==> src/rtl/uart_pkg.sv <==
// uart_pkg: shared UART frame definitions for the receive and transmit paths.
package uart_pkg;
   typedef enum logic [1:0] {IDLE, START, DATA, STOP} rx_state_e;
   localparam int DEF_WORD_SIZE = 8;
   localparam int DEF_PULSE_WIDTH = 4;
   // Line order LSB first: start bit at index 0, stop bit at the top.
   function automatic logic [DEF_WORD_SIZE+1:0] frame_bits(input logic [DEF_WORD_SIZE-1:0] word);
      return {1'b1, word, 1'b0};
   endfunction
endpackage

==> src/rtl/uart_sync.sv <==
// uart_sync: two-flop synchronizer for asynchronous inputs, reset to RST_VAL.
module uart_sync #(
   parameter int W = 1,
   parameter logic [W-1:0] RST_VAL = '1
) (
   input  logic         clk,
   input  logic         rstn,
   input  logic [W-1:0] d,
   output logic [W-1:0] q
);
   logic [W-1:0] s1_q, s2_q;
   always_ff @(posedge clk or negedge rstn) begin
      if (!rstn) begin
         s1_q <= RST_VAL;
         s2_q <= RST_VAL;
      end else begin
         s1_q <= d;
         s2_q <= s1_q;
      end
   end
   assign q = s2_q;
endmodule

==> src/rtl/receiver.sv <==
// receiver: UART 8N1 deserializer with valid/ready output and framing/overrun pulses.
// Define UART_RX_MAJORITY_EN to vote data/stop bits over three samples per bit.
module receiver import uart_pkg::*; #(
   parameter int WORD_SIZE = DEF_WORD_SIZE,
   parameter int PULSE_WIDTH = DEF_PULSE_WIDTH
) (
   input  logic                 clk,
   input  logic                 rstn,
   input  logic                 rx,
   input  logic                 rx_ready,
   output logic [WORD_SIZE-1:0] rx_data,
   output logic                 rx_valid,
   output logic                 frame_err,
   output logic                 overrun_err
);
   localparam int CW = $clog2(PULSE_WIDTH);
   localparam int BW = $clog2(WORD_SIZE + 1);
   localparam int HALF = PULSE_WIDTH / 2;
   rx_state_e state_q, state_d;
   logic [CW-1:0] clk_cnt_q, clk_cnt_d;
   logic [BW-1:0] bit_cnt_q, bit_cnt_d;
   logic [WORD_SIZE-1:0] shift_q, shift_d, rx_data_q, rx_data_d;
   logic rx_valid_q, rx_valid_d, frame_err_q, frame_err_d, overrun_err_q, overrun_err_d;
   logic rx_s, bit_val, last, done;
   uart_sync #(.W(1), .RST_VAL(1'b1)) u_sync (.clk(clk), .rstn(rstn), .d(rx), .q(rx_s));
   assign last = clk_cnt_q == CW'(PULSE_WIDTH - 1);
`ifdef UART_RX_MAJORITY_EN
   logic [1:0] maj_q, maj_d;
   always_comb begin
      maj_d = maj_q;
      if (state_q == DATA || state_q == STOP) begin
         if (clk_cnt_q == CW'(PULSE_WIDTH - 3)) maj_d[0] = rx_s;
         if (clk_cnt_q == CW'(PULSE_WIDTH - 2)) maj_d[1] = rx_s;
      end
   end
   always_ff @(posedge clk or negedge rstn) begin
      if (!rstn) maj_q <= 2'b11;
      else maj_q <= maj_d;
   end
   assign bit_val = (maj_q[0] & maj_q[1]) | (maj_q[0] & rx_s) | (maj_q[1] & rx_s);
`else
   assign bit_val = rx_s;
`endif
   always_comb begin
      state_d = state_q;
      clk_cnt_d = clk_cnt_q;
      bit_cnt_d = bit_cnt_q;
      shift_d = shift_q;
      rx_data_d = rx_data_q;
      rx_valid_d = rx_valid_q & ~rx_ready;
      frame_err_d = 1'b0;
      overrun_err_d = 1'b0;
      done = 1'b0;
      case (state_q)
         IDLE: begin
            if (!rx_s) begin
               state_d = START;
               clk_cnt_d = '0;
            end
         end
         START: begin
            if (clk_cnt_q == CW'(HALF - 1)) begin
               state_d = rx_s ? IDLE : DATA;
               clk_cnt_d = '0;
               bit_cnt_d = '0;
            end else clk_cnt_d = clk_cnt_q + 1'b1;
         end
         DATA: begin
            if (last) begin
               clk_cnt_d = '0;
               shift_d = {bit_val, shift_q[WORD_SIZE-1:1]};
               bit_cnt_d = bit_cnt_q + 1'b1;
               if (bit_cnt_q == BW'(WORD_SIZE - 1)) state_d = STOP;
            end else clk_cnt_d = clk_cnt_q + 1'b1;
         end
         default: begin
            if (last) begin
               state_d = IDLE;
               clk_cnt_d = '0;
               done = bit_val;
               frame_err_d = ~bit_val;
            end else clk_cnt_d = clk_cnt_q + 1'b1;
         end
      endcase
      // A consumer taking the held word this cycle frees the slot for the new one.
      if (done) begin
         if (!rx_valid_q || rx_ready) begin
            rx_data_d = shift_q;
            rx_valid_d = 1'b1;
         end else overrun_err_d = 1'b1;
      end
   end
   always_ff @(posedge clk or negedge rstn) begin
      if (!rstn) begin
         state_q <= IDLE;
         clk_cnt_q <= '0;
         bit_cnt_q <= '0;
         shift_q <= '0;
         rx_data_q <= '0;
         rx_valid_q <= 1'b0;
         frame_err_q <= 1'b0;
         overrun_err_q <= 1'b0;
      end else begin
         state_q <= state_d;
         clk_cnt_q <= clk_cnt_d;
         bit_cnt_q <= bit_cnt_d;
         shift_q <= shift_d;
         rx_data_q <= rx_data_d;
         rx_valid_q <= rx_valid_d;
         frame_err_q <= frame_err_d;
         overrun_err_q <= overrun_err_d;
      end
   end
   assign rx_data = rx_data_q;
   assign rx_valid = rx_valid_q;
   assign frame_err = frame_err_q;
   assign overrun_err = overrun_err_q;
endmodule

==> config.mk <==
export PLATFORM = sky130hd
export DESIGN_NAME = receiver
export DESIGN_NICKNAME = d
export VERILOG_FILES = /design/src/rtl/uart_pkg.sv /design/src/rtl/uart_sync.sv /design/src/rtl/receiver.sv
export SDC_FILE = /design/constraint.sdc
export NUM_CORES = 1
export LEC_CHECK = 0
export CAP_MARGIN = 5
export CORE_MARGIN = 2
export CORE_UTILIZATION = 50
export CTS_CLUSTER_DIAMETER = 40
export CTS_CLUSTER_SIZE = 12
export DETAILED_ROUTE_END_ITERATION = 10
export GPL_TIMING_DRIVEN = 0
export MAX_ROUTING_LAYER = met4
export PLACE_DENSITY = 0.71
export SLEW_MARGIN = 5
export SYNTH_ARGS = -nofsm -noshare
export SYNTH_HDL_FRONTEND = slang
export SYNTH_SLANG_ARGS = --single-unit
==> constraint.sdc <==
create_clock -name clk -period 2.85 [get_ports clk]
set_clock_uncertainty 0.15 [all_clocks]
set_input_delay 0.285 -clock clk [delete_from_list [all_inputs] [get_ports clk]]
set_output_delay 0.285 -clock clk [all_outputs]
set_load 0.03 [all_outputs]
# Word level (Yosys, flattened, before mapping)
# Index checks and enable logic that the tools add are counted.
dict set report word_totals {
  input_bits 4
  regBits 29
  out_inout_bits 11
  mem_bits_rw 0
  memories 0
  elab_cells 56
  latchBits 0
  rom_bits 0
}
dict set report classes {
  magnitude_cmp 0
  shifts 0
  n_mul 0
  n_bitwise 3
  n_mux 22
  n_div 0
  n_eq_ne 9
  n_reduce_logical 10
  addsub 2
}
# operator count
set ops {}
lappend ops {{$mux 2} 9}
lappend ops {{$mux 1} 8}
lappend ops {{$mux 4} 2}
lappend ops {{$ne 2x2->1 const B} 4}
lappend ops {{$pmux 4 s2} 1}
lappend ops {{$pmux 2 s3} 1}
lappend ops {{$reduce_and 5->1} 1}
lappend ops {{$add 4x1->4 const B} 1}
lappend ops {{$eq 2x1->1 const B} 2}
lappend ops {{$eq 2x2->1 const B} 2}
lappend ops {{$eq 4x3->1 const B} 1}
lappend ops {{$pmux 2 s2} 1}
lappend ops {{$reduce_and 2->1} 2}
lappend ops {{$reduce_and 3->1} 1}
lappend ops {{$reduce_bool 3->1} 1}
lappend ops {{$reduce_or 3->1} 1}
lappend ops {{$add 2x1->2 const B} 1}
lappend ops {{$logic_not 2->1} 1}
lappend ops {{$not 1->1} 2}
lappend ops {{$reduce_bool 2->1} 1}
lappend ops {{$and 1x1->1} 1}
lappend ops {{$logic_not 1->1} 1}
lappend ops {{$logic_or 1x1->1} 1}

# Logic depth before layout (Yosys ltp)
dict set report depth {
  word_depth 4
  depth_mapped 5
  mapped_depth_nobuf 5
}

# Modules after synthesis
# Synthesis repeated with hierarchy kept, for this count alone.
dict set report unflattened {
  cells_unflattened 95
  area_unflattened_um2 1345.0
}
# mod area_per_inst_um2 instances cells_each seq_area_each_um2
set modules_own_cells {}
lappend modules_own_cells {receiver 1292.5 1 93 675.6}
lappend modules_own_cells {uart_sync 52.6 1 2 52.6}

# Worst setup path after synthesis
# No wires, ideal clock.
dict set report synth_timing {
  kind {register to register}
  startpoint {reg clk_cnt_q[0]}
  endpoint {reg rx_data_q[0] (netlist: rx_data[0])}
  stages_incl_launch_ff 6
  path_buffers 1
  setup_ns 0.127
  arrival_ns 1.418
  t_required_ns 2.573
  period_less_slack_ns 1.695
  path_slack_ns 1.155
  path_cell_list {dfrtp_1 ha_1 nand4_2 nor2b_1 buf_4 mux2_1}
}
dict set report synth_via {
  elab_chain_cells 4
}
# item line
set synth_rtl {}
lappend synth_rtl {{from (decl)} receiver.sv:20} ;# logic [CW-1:0] clk_cnt_q, clk_cnt_d;
lappend synth_rtl {{from (signal assigned)} receiver.sv:105} ;# clk_cnt_q <= clk_cnt_d;
lappend synth_rtl {{$eq 2x2->1} receiver.sv:26} ;# assign last = clk_cnt_q == CW'(PULSE_WIDTH - 1);
lappend synth_rtl {{$mux 1} receiver.sv:77} ;# if (last) begin
lappend synth_rtl {{$mux 1} receiver.sv:54} ;# case (state_q)
lappend synth_rtl {{$reduce_and 2->1 (no line)} --}
lappend synth_rtl {{to (signal assigned)} receiver.sv:108} ;# rx_data_q <= rx_data_d;
lappend synth_rtl {{to (decl)} receiver.sv:22} ;# logic [WORD_SIZE-1:0] shift_q, shift_d, rx_data_q, rx_data_d;
# Every way passes these cells.
# A chain may end at the register's enable or synchronous reset.

# Final worst setup path
dict set report layout_timing {
  startpoint {reg clk_cnt_q[0]}
  endpoint {reg rx_data_q[3] (netlist: rx_data[3])}
}
# The elaborated chain is that of the path after synthesis.

==> results.py <==
metrics = {
    "setup_path": {
        "rrSetupSlack_ns": 0.98,
        "r2r_end": "rx_data[3]$_DFFE_PN0P_",
        "worstSetupPathType": "register to register",
        "end_kind": "register",
        "ff2ff_path_depth": 5,
        "r2r_start": "clk_cnt_q[0]$_DFFE_PN0P_",
        "cp.arrival_ns": 1.93,
        "cp-start-kind": "register",
        "required_ns": 2.91,
        "worstPathMaxFanout": 8,
    },
    "clock_network": {
        "clk_path_buf_depth": 2,
        "postCtsSetupBuffers": 0,
        "clk_latency_ns": 0.31,
        "postCtsResizedCells": 0,
        "cts.clk_slew.worst_paths_ns": 0.09,
        "cts_buffers": 5,
        "cts_max_level": 2,
        "clock-root-buffer": "clkbuf_4",
        "cts.hold.buffers_added": 0,
        "cts_sinks": 29,
        "cts_tree": "done",
    },
    "cells_and_area": {
        "n_antenna_cell": 0,
        "areaGrowthSynthToFinish_pct": 21.53,
        "layoutNonFillerInstCount": 150,
        "final_nets": 127,
        "fin_area_sq_um": 1511,
        "drive_gt1_share_pct": 20.00,
        "utilization_pct": 62.72,
    },
    "synth": {
        "synth_xor_area_share_pct": 0,
        "synth_edf_count": 0,
        "async_flop_share_pct": 100.0,
        "ys_warn_count": 0,
        "syn_avg_cell_area_sq_um": 12.82,
        "syn_nets": 105,
        "synth_area_sq_um": 1244,
        "yosys.area.top_type_share_pct": 54.33,
        "synth.distinct_cells": 28,
        "ys_top_cells_by_area": "dfrtp_1, mux2_1, mux2_2",
        "yosys.area.top_type": "dfrtp_1",
        "synth_seq_cells": 29,
        "synthMuxAreaShare_pct": 15.29,
        "ys.flop_type": "dfrtp_1",
        "synth-compound-area-share_pct": 7.646,
        "synth_top_family_by_area": "multiplexers",
        "yosys.area_share.simple_pct": 10.97,
        "synth-seq-area-share_pct": 58.55,
        "synth_fa_ha_area_share_pct": 4.024,
        "postSynthCellCount": 97,
    },
    "worst_hold_path": {
        "min_to": "u_sync.q$_DFF_PN1_",
        "hold_depth": 0,
        "hold_class": "register to register",
        "hold_start": "u_sync.s1_q$_DFF_PN1_",
    },
    "outcome": {
        "status": "finished, final reports clean",
    },
    "power_and_ir_drop": {
        "p_comb_share_pct": 28.9,
        "power.leakage_nw": 0.7381,
        "vdd_drop_max_v": 0.0006062,
        "pwr-share-clk_pct": 27.0,
        "netSwitchingPower_mw": 0.4034,
        "powerDensity_nw_per_um2": 845.3,
        "switching_share_pct": 31.57,
        "p_seq_share_pct": 44.0,
        "internal-power_mw": 0.8742,
    },
    "place": {
        "dp_hpwl_mm": 1.270,
        "place_area_sq_um": 1421,
        "dp_cells": 141,
        "gp_congestion": 0.8090,
        "portBuffers": 14,
    },
    "timing": {
        "period_share_pct": 65.49,
        "setup_viol": 0,
        "period_minus_slack_ns": 1.867,
        "final_hold_viol_count": 0,
        "slew_headroom_pct": 58.81,
        "worst_pin_slew_ns": 0.6179,
        "drv_slew": 0,
        "rsz0062_at_grt": "false",
        "timing.fmax_mhz": 535.8,
        "tns_ns": 0,
    },
    "grt": {
        "grt_pass1_vias": 765,
        "track_usage_pct": 17.59,
        "grt_max_degree": 30,
        "grt_overflow_total": 0,
        "antenna_found_initial": 0,
        "grt_first_pass_wirelength_mm": 3.408,
    },
    "drt": {
        "wirelength_mm": 1.904,
        "avgViaCountPerCell": 5.207,
        "wl_per_cell_um": 12.69,
        "drc": 0,
        "drtPass1Iterations": 4,
        "drt_iter0_drc": 5,
        "vias": 781,
        "final_antenna_net_count": 0,
    },
    "die": {
        "fp.dieH_um": 53.88,
        "rows": 18,
        "io_pins": 15,
        "die_width_um": 53.88,
        "core_sq_um": 2410,
        "fp.dieArea_sq_um": 2903,
        "floorplan.initialDensity_pct": 51.61,
    },
    "job": {
        "drv_cap": 0,
    },
}
-- layout by cell type, fill, tap and decap left out, types with 2 or more instances in the layout --
cell type	netlist	layout
a21oi_1	6	6
buf_2	2	3
clkbuf_4	0	5
clkdlybuf4s50_1	0	13
dfrtp_1	27	27
dfstp_2	2	2
ha_1	4	4
inv_1	4	4
mux2_1	8	8
mux2_2	8	8
nand2_1	6	6
nor2_1	7	7
nor2b_1	4	4
o21ai_0	3	3
-- how the worst max path moves through the flow --
stage	slack, ns	endpoint	depth (start not counted)	startpoint
6_report	0.98	rx_data[3]$_DFFE_PN0P_	5	clk_cnt_q[0]$_DFFE_PN0P_
5_1_grt	0.85	rx_data[3]$_DFFE_PN0P_	5	clk_cnt_q[0]$_DFFE_PN0P_
4_1_cts	0.98	rx_data[3]$_DFFE_PN0P_	5	clk_cnt_q[0]$_DFFE_PN0P_
3_5_place_dp	0.87	rx_data[0]$_DFFE_PN0P_	1	rstn
3_3_place_gp	0.90	rx_data[0]$_DFFE_PN0P_	1	rstn
2_1_floorplan	1.15	rx_data[0]$_DFFE_PN0P_	5	clk_cnt_q[0]$_DFFE_PN0P_
-- cell families after synthesis --
group | Yosys count
AO/OA/AOI/OAI | 15
adder cells (fa/ha/maj) | 4
buffers and inverters | 8
flip-flops | 29
multiplexers | 17
AND/OR/NAND/NOR | 24
-- per-layer routing --
metal / global-route usage, % / share of wire (%) / vias up
li1: - / - / 382
met1: 23.81 / 48 / 378
met2: 23.37 / 47 / 19
met3: 6.667 / 4.6 / 2
met4: 7.692 / 0.68 / 0
met5: - / 0 / -
-- synthesized netlist by cell type (2+ instances only) --
cell	instances
dfstp_2	2
inv_1	4
a21oi_1	6
mux2_1	8
ha_1	4
buf_2	2
o21ai_0	3
nor2b_1	4
nor2_1	7
nand2_1	6
dfrtp_1	27
mux2_2	8
-- through the flow --
step / hold slack (ns) / power [mW] / setup slack, ns
finish: 0.2081 / 1.278 / 0.9835
global route: 0.2116 / 1.371 / 0.8496
CTS: 0.2004 / 1.294 / 0.9822
detailed placement: 0.1973 / 0.9424 / 0.8686
global placement: 0.1961 / 0.9322 / 0.8971
floorplan: -0.1606 / 0.8345 / 1.155
-- power groups by stage --
stage	Clock [mW]	Combinational [mW]	Sequential [mW]
after global routing	0.373	0.418	0.580
final	0.345	0.370	0.563
after floorplan	0	0.242	0.592
after CTS	0.358	0.372	0.564
after detailed placement	0	0.370	0.572
after global placement	0	0.363	0.570
-- sequential cells by signal, indices dropped and copies added, names as in the netlist --
name,count
frame_err,1
rx_valid,1
state_q,2
bit_cnt_q,4
clk_cnt_q,2
u_sync.q,1
overrun_err,1
shift_q,8
rx_data,8
u_sync.s1_q,1
-- area by class of cell --
class	instances	area [sq um]
buffer	4	28.78
clock buffer	7	55.05
clock inverter	1	30.03
fill	197	898.4
inverter	4	15.01
multi-input combinational	60	471.7
sequential	29	728.2
tap	30	37.54
timing repair buffer	15	145.1
-- worst max-delay path, stage by stage, from the launching register on --
cell,delay (ns)
dfrtp_1,0.44
ha_1,0.36
nand4_2,0.16
nor2b_1,0.14
buf_4,0.19
mux2_1,0.33
Note: power is estimated with default switching activity, not from simulation.
